<file path="src/rtl/uart_rx_fifo.sv">
// uart_rx_fifo: receive-side byte buffer for a UART receiver.
//   Captures each received byte on its one-cycle done strobe into a circular FIFO.
//   It presents the bytes first-word-fall-through on a valid/ready interface.
//   It also reports the fill level, the empty/full/almost-full flags and a sticky
//   overflow flag.
//
// Optional feature macro: UART_RX_FIFO_OVERWRITE_EN
//   undefined : a push into a full FIFO with no pop in the same cycle is dropped
//   defined   : a push into a full FIFO with no pop in the same cycle evicts the oldest byte
//   Either way, overflow is set.
//
// Ports:
//   clk          in   system clock, rising edge
//   rst          in   asynchronous reset, active-high
//   in_data      in   byte from receiver
//   in_valid     in   push strobe, one cycle per byte
//   out_data     out  head byte, 0 when empty
//   out_valid    out  FIFO not empty
//   out_ready    in   consumer takes head when out_valid=1
//   level        out  entries held, 0..DEPTH
//   empty        out  level == 0
//   full         out  level == DEPTH
//   almost_full  out  level >= AFULL_THRESH
//   overflow     out  sticky: a push met a full FIFO
//   clr_overflow in   synchronous clear of overflow (set wins)
module uart_rx_fifo #(
  parameter int unsigned DATA_WIDTH   = 8,
  parameter int unsigned DEPTH_LOG2   = 4,
  parameter int unsigned AFULL_THRESH = 12
) (
  input  logic                  clk,
  input  logic                  rst,
  input  logic [DATA_WIDTH-1:0] in_data,
  input  logic                  in_valid,
  output logic [DATA_WIDTH-1:0] out_data,
  output logic                  out_valid,
  input  logic                  out_ready,
  output logic [DEPTH_LOG2:0]   level,
  output logic                  empty,
  output logic                  full,
  output logic                  almost_full,
  output logic                  overflow,
  input  logic                  clr_overflow
);

  localparam int unsigned Depth = 2 ** DEPTH_LOG2;
  localparam logic [DEPTH_LOG2:0]   LvlFull  = (DEPTH_LOG2 + 1)'(Depth);
  localparam logic [DEPTH_LOG2:0]   LvlAfull = (DEPTH_LOG2 + 1)'(AFULL_THRESH);
  localparam logic [DEPTH_LOG2:0]   LvlOne   = (DEPTH_LOG2 + 1)'(1);
  localparam logic [DEPTH_LOG2-1:0] PtrOne   = (DEPTH_LOG2)'(1);

  logic [DATA_WIDTH-1:0] r_mem [Depth];
  logic [DEPTH_LOG2-1:0] r_wr_ptr;
  logic [DEPTH_LOG2-1:0] r_rd_ptr;
  logic [DEPTH_LOG2:0]   r_level;
  logic                  r_overflow;

  logic w_push;
  logic w_pop;
  logic w_ovf_event;
  logic w_do_write;
  logic w_do_read;

  // Flags decode the registered level, so they change on the same edge as level.
  assign level       = r_level;
  assign empty       = (r_level == '0);
  assign full        = (r_level == LvlFull);
  assign almost_full = (r_level >= LvlAfull);
  assign out_valid   = ~empty;
  assign overflow    = r_overflow;
  assign out_data    = empty ? '0 : r_mem[r_rd_ptr];

  assign w_push      = in_valid;
  assign w_pop       = out_valid & out_ready;
  // A pop in the same cycle frees a slot, so only an unaccompanied push overflows.
  assign w_ovf_event = w_push & full & ~w_pop;

`ifdef UART_RX_FIFO_OVERWRITE_EN
  // Overflowing push evicts the head: both pointers advance, level holds at DEPTH.
  assign w_do_write = w_push;
  assign w_do_read  = w_pop | w_ovf_event;
`else
  // Overflowing push is dropped; state is untouched apart from the overflow flag.
  assign w_do_write = w_push & (~full | w_pop);
  assign w_do_read  = w_pop;
`endif

  // Storage is deliberately not reset.
  always_ff @(posedge clk) begin
    if (w_do_write) begin
      r_mem[r_wr_ptr] <= in_data;
    end
  end

  always_ff @(posedge clk or posedge rst) begin
    if (rst) begin
      r_wr_ptr   <= '0;
      r_rd_ptr   <= '0;
      r_level    <= '0;
      r_overflow <= 1'b0;
    end else begin
      if (w_do_write) begin
        r_wr_ptr <= r_wr_ptr + PtrOne;
      end
      if (w_do_read) begin
        r_rd_ptr <= r_rd_ptr + PtrOne;
      end
      if (w_do_write && !w_do_read) begin
        r_level <= r_level + LvlOne;
      end else if (w_do_read && !w_do_write) begin
        r_level <= r_level - LvlOne;
      end
      if (w_ovf_event) begin
        r_overflow <= 1'b1;
      end else if (clr_overflow) begin
        r_overflow <= 1'b0;
      end
    end
  end

endmodule

</file>
<file path="config.mk">
export PLATFORM = sky130hd
export DESIGN_NAME = uart_rx_fifo
export DESIGN_NICKNAME = d
export VERILOG_FILES = /design/src/rtl/uart_rx_fifo.sv
export SDC_FILE = /design/constraint.sdc
export NUM_CORES = 1
export LEC_CHECK = 0
export CAP_MARGIN = 20
export CORE_ASPECT_RATIO = 0.7
export CORE_MARGIN = 3
export CORE_UTILIZATION = 64
export CTS_CLUSTER_DIAMETER = 40
export DETAILED_ROUTE_END_ITERATION = 12
export PLACE_DENSITY = 0.84
export SYNTH_ARGS = -nofsm -noshare
export SYNTH_HDL_FRONTEND = slang
export SYNTH_SLANG_ARGS = --single-unit
</file>
<file path="constraint.sdc">
create_clock -name clk -period 5.39 [get_ports clk]
set_input_delay 0.539 -clock clk [delete_from_list [all_inputs] [get_ports clk]]
set_output_delay 0.539 -clock clk [all_outputs]
set_load 0.02 [all_outputs]
</file>
==> impl_metrics.env <==
export IMPL_insertion_delay_ns=0.42
export IMPL_dpl_hpwl_um=7040
export IMPL_async_reset_ff_frac=0.0986
export IMPL_worst_pin_slew_ns=1.14
export IMPL_syn_nets=333
export IMPL_dp_slack_ns=1.97
export IMPL_fin_nets=374
export IMPL_syn_to_final_growth_pct=17.6
export IMPL_setup_violations_final=0
export IMPL_grt_pass1_vias=3195
export IMPL_synth_top_cell_by_area="edfxtp_1"
export IMPL_die_area_um2=10400
export IMPL_grt_antenna_before_repair=0
export IMPL_whs_ns=0.466
export IMPL_vias=3044
export IMPL_detail_route_iter0_violations=305
export IMPL_worst_setup_path_type="flop to primary output"
export IMPL_route_detailed_drc=0
export IMPL_cts_reportedPaths_clkPinSlew_ns=0.06
export IMPL_firstDrtPassIters=6
export IMPL_htreeDepth=4
export IMPL_hold_class="input port to async pin"
export IMPL_wl_um=12200
export IMPL_fin_ws_ns=1.54
export IMPL_grt_use_total=0.261
export IMPL_final_antenna_net_count=0
export IMPL_stdcell_area_um2=6940
export IMPL_grt_first_pass_wirelength_um=18900
export IMPL_max_cap_violations=0
export IMPL_diodes=0
export IMPL_synth_top_cell_area_share=0.652
export IMPL_final_cell_mix="128 x edfxtp_1, 30 x clkdlybuf4s50_1, 18 x mux4_1, 17 x clkbuf_16, 14 x mux4_2"
export IMPL_layout_min_cycle_time_ns=3.85
export IMPL_numClockSinks=142
export IMPL_rsz0062_at_grt="false"
export IMPL_drive_gt1_frac=0.174
export IMPL_grt_max_degree=36
export IMPL_chipWidth_um=121
export IMPL_synth_area_leaders="edfxtp_1 65%, mux4_1 8.0%, dfrtp_1 5.9%"
export IMPL_cp_max_fo=35
export IMPL_relSlewSlack=0.237
export IMPL_gr_total_overflow=0
export IMPL_root_buffer="clkbuf_16"
export IMPL_cts_resized=0
export IMPL_synth_cell_type_count=36
export IMPL_core_um2=8690
export IMPL_synth_edf_count=128
export IMPL_rr_worst_depth=10
export IMPL_fin_crit_sh=0.714
export IMPL_ys_warn_count=0
export IMPL_place_area_um2=6290
export IMPL_p_per_area_nw_per_um2=574
export IMPL_run_status="finished clean"
export IMPL_rows=28
export IMPL_hold_viol=0
export IMPL_worstPathArrival_ns=3.31
export IMPL_fin_util=0.798
export IMPL_cts_tree="done"
export IMPL_via_per_inst=6.30
export IMPL_numCtsBuffers=17
export IMPL_post_cts_buffers=0
export IMPL_p_leak_nw=2.43
export IMPL_worstSetupEndpointType="primary output"
export IMPL_die_y_um=86.3
export IMPL_final_max_slew_violation_count=0
export IMPL_skew_ns=0.00857
export IMPL_clock_path_buffers=2
export IMPL_irDropWorstVdd_uv=540
export IMPL_critPathLaunchType="flop"
export IMPL_start_util=0.679
export IMPL_globalplace_congestion=0.787
export IMPL_ios=31
export IMPL_placement_io_buffers=30
export IMPL_wire_per_inst_um=25.2
export IMPL_tns_ns=0
export IMPL_cp_required_ns=4.85
export IMPL_syn_inst=309
export IMPL_layout_commonest_cell="edfxtp_1"
export IMPL_syn_area_um2=5900
export IMPL_synthFlopType="edfxtp_1"
export IMPL_max_freq_mhz=260
export IMPL_ctsHoldBuffers=0
export IMPL_ys_seq_area_frac=0.711
export IMPL_synth_seq_cells=142
export IMPL_syn_avg_cell_area_um2=19.1
==> sequential cells by signal (all words and copies together) (netlist names) <==
name and count:
r_mem 128, overflow 1, level 5, r_wr_ptr 4, r_rd_ptr 4
==> worst paths after layout <==
check	from	to	slack [ns]
min in group clk	overflow$_DFFE_PP0P_	overflow$_DFFE_PP0P_	0.51
worst min-delay path	rst	overflow$_DFFE_PP0P_	0.47
worst min register to register	overflow$_DFFE_PP0P_	overflow$_DFFE_PP0P_	0.51
worst max-delay path	r_rd_ptr[0]$_DFFE_PP0N_	out_data[6]	1.54
worst max register to register	level[0]$_DFFE_PP0P_	level[4]$_DFFE_PP0P_	2.13
max in group asynchronous	rst	r_rd_ptr[0]$_DFFE_PP0N_	4.53
==> cell families after synthesis <==
family          count (synthesis)  synth area share
compound gates                 28            0.0282
xor+xnor                        9            0.0134
fa+ha+maj                      11            0.0246
buf+inv                        27            0.0238
flops                         142             0.711
mux                            50             0.166
simple gates                   42            0.0325
==> power by group <==
group          switching (W)  internal, W  total [W]  leakage [nW]
Combinational       0.000594     0.000604    0.00120         0.801
Clock               0.000458     0.000772    0.00123         0.302
Sequential          0.000200      0.00135    0.00155          1.32
Total                0.00125      0.00273    0.00398          2.43
==> area by class of cell <==
class	instances	area, µm²
Clock inverter	15	194
Timing Repair Buffer	38	368
Sequential cell	142	4200
Clock buffer	17	425
Tap cell	120	150
Multi-Input combinational cell	140	1560
Inverter	11	41.3
Fill cell	469	1750
==> critical path: stages, from the launching register on <==
cell,delay [ns]
dfrtp_2,1.08
mux4_1,0.67
mux2_2,0.28
o21ai_1,0.18
a21oi_1,0.08
clkdlybuf4s50_1,0.60
==> cells in the mapped netlist, types with 2 or more instances <==
cell	number
nand2_1	13
a21oi_1	10
nor2b_1	2
or3_1	2
buf_6	2
o21ai_0	7
inv_1	11
xnor2_1	8
mux4_1	18
nand3_1	3
buf_1	3
mux4_2	14
clkbuf_1	6
nor2_1	12
nand2b_1	2
o21ai_1	4
ha_1	10
dfrtp_1	14
o211ai_1	3
mux2_2	9
mux2i_1	9
buf_2	3
nor3_1	4
edfxtp_1	128
==> through the flow <==
step           cells  total power (W)
2_1_floorplan    309          0.00234
3_3_place_gp     449          0.00270
3_5_place_dp     449          0.00274
4_1_cts          481          0.00400
5_1_grt          483          0.00414
6_report         483          0.00398
==> layer usage <==
metal / vias up / global-route usage / wire length (µm)
li1: 1321 / - / -
met1: 1556 / 0.355 / 5120
met2: 147 / 0.410 / 6020
met3: 20 / 0.0750 / 851
met4: 0 / 0.103 / 197
met5: - / 0 / 0
Note: power is estimated with default switching activity, not from simulation.
==> RTL change (config.mk and constraints unchanged) <==
Build with the macro `UART_RX_FIFO_OVERWRITE_EN` defined.
--- a/src/rtl/uart_rx_fifo.sv
+++ b/src/rtl/uart_rx_fifo.sv
@@ -25,2 +25,4 @@
 //   clr_overflow in   synchronous clear of overflow (set wins)
+`define UART_RX_FIFO_OVERWRITE_EN
+
 module uart_rx_fifo #(
Function: no difference found for any inputs over 10 cycles, from zero or initial values and one cycle with rst high; that may be too few to reach the edited logic, so the function may still have changed.
==> RTL change against the unedited design <==
Worst setup slack lost 45 ps. Clock skew shrank 1.8 ps. Sequential share of layout area grew 0.12 points. Routed wire length grew 1.5%. Cell area shrank 0.20%. Critical endpoint is now level[4]. Area after synthesis grew 0.76%. Critical path depth grew 6. Final cell count shrank 2.7%. Sequential cell count is the same. Sequential power is essentially flat. Largest power group unchanged. Utilization shrank 0.48 points. Clock power grew 4%. Power grew 1.4%.
==> RTL change: results (changes against the unedited design) <==
- Avg Synthesized Cell Area: 19.7 um2 (was 19.1 um2)
- Synth area leaders: edfxtp_1 (65%), mux4_1 (7.1%), mux4_2 (6.1%) (was edfxtp_1 (65%), mux4_1 (8.0%), dfrtp_1 (5.9%))
- WL met3: 1070 um (was 851 um)
- Synth cell types: 40 (was 36)
- Pint: 2.82 mW (was 2.73 mW)
- Post-synthesis mux area share: 14.9% (was 16.6%)
- Met1 GRT Util: 34.6% (was 35.5%)
- Post-route clock skew: 6.79 ps (was 8.57 ps)
- Vias in the first global route: 3175 (was 3195)
- Gpl congestion: 0.780 (was 0.787)
- Met3 usage: 9.13% (was 7.50%)
- GRT Overall Usage: 26.5% (was 26.1%)
- Worst hold slack: 482 ps (was 466 ps)
- Comb pwr share: 29.9% (was 30.1%)
- Post-layout nets: 360 (was 374)
- Synth Area in Compound Gates: 3.54% (was 2.82%)
- HPWL Detailed: 7060 um (was 7040 um)
- Worst R2R Setup Slack: 1490 ps (was 2130 ps)
- DR vias: 2966 (was 3044)
- DR WL/cell: 26.3 um (was 25.2 um)
- Mapped Nets: 324 (was 333)
- Post-synthesis adder-cell area fraction: 2.23% (was 2.46%)
- Post-Place Cells: 438 (was 449)
- Routed met1 length: 4830 um (was 5120 um)
- Xor and xnor area share after synthesis: 1.33% (was 1.34%)
- Pin count of the biggest net entering global routing: 22 (was 36)
- Length in cells of the worst reg-to-reg path: 11 (was 10)
- Clock share of power: 31.8% (was 30.9%)
- Seq/Total Area, Yosys: 70.6% (was 71.1%)
- Outcome: complete, no violations (unchanged)
- Commonest cells post-synth: edfxtp_1 (128), and2_1 (17), a211oi_1 (16), mux4_1 (16), mux4_2 (16) (was edfxtp_1 (128), mux4_1 (18), dfrtp_1 (14), mux4_2 (14), nand2_1 (13))
- GRT met2 Usage: 41.9% (was 41.0%)
- Share of cells above drive strength 1: 13.7% (was 17.4%)
- First-pass GRT wire length: 19300 um (was 18900 um)
- Leak Pwr: 2.41 nW (was 2.43 nW)
- Worst Path Max Fanout: 13 (was 35)
- Max VDD drop: 401 uV (was 540 uV)
- Slew Limit Headroom: 27.0% (was 23.7%)
==> RTL change: cell types whose count changed after synthesis, moves of 6 or more <==
| cell | change |
|---|---|
| a211oi_1 | +16 |
| a21oi_1 | -7 |
| and2_1 | +16 |
| and2b_1 | +6 |
| mux2_2 | -7 |
| nand2_1 | -8 |
| nor2_1 | -9 |
==> RTL change: logic make-up (layout without fill, tap and decap cells) <==
family / after synthesis / in the layout
AO/OA/AOI/OAI: 30 / 30
buffers and inverters: 23 / 72
multiplexers: 42 / 42
flip-flops: 142 / 142
AND/OR/NAND/NOR: 45 / 45
XOR/XNOR: 9 / 9
adder cells (fa/ha/maj): 10 / 10
==> RTL change: layout make-up <==
type,instances,area [um2]
flip-flops and latches,142,4200
fillers,412,1800
multi-input cells,136,1580
clock buffers,18,429
repair buffers,33,323
clock inverters,14,221
well taps,120,150
inverters,7,26.3
==> RTL change: worst max path at each step <==
stage | startpoint | endpoint | cells after the start
after floorplan | level[0] | level[4] | 11
after global placement | in_valid | level[4] | 11
after detailed placement | level[0] | level[4] | 11
after CTS | level[0] | level[4] | 11
after global routing | level[0] | level[4] | 11
final | level[0] | level[4] | 11
==> RTL change: through the flow <==
step           setup slack (ps)  area (um2)
3_5_place_dp               1600        6270
4_1_cts                    1540        6920
2_1_floorplan              2410        5940
6_report                   1490        6920
5_1_grt                    1180        6920
3_3_place_gp               1930        6270
==> RTL change: critical path, cell delays in order (launching register included) <==
cell and delay [ps]:
dfrtp_1 450, nor4_1 510, and2b_1 520, nor2_1 200, inv_1 100, ha_1 200
inv_1 140, fa_1 430, a21o_1 230, a2111oi_0 590, a31oi_1 80, a221o_1 330
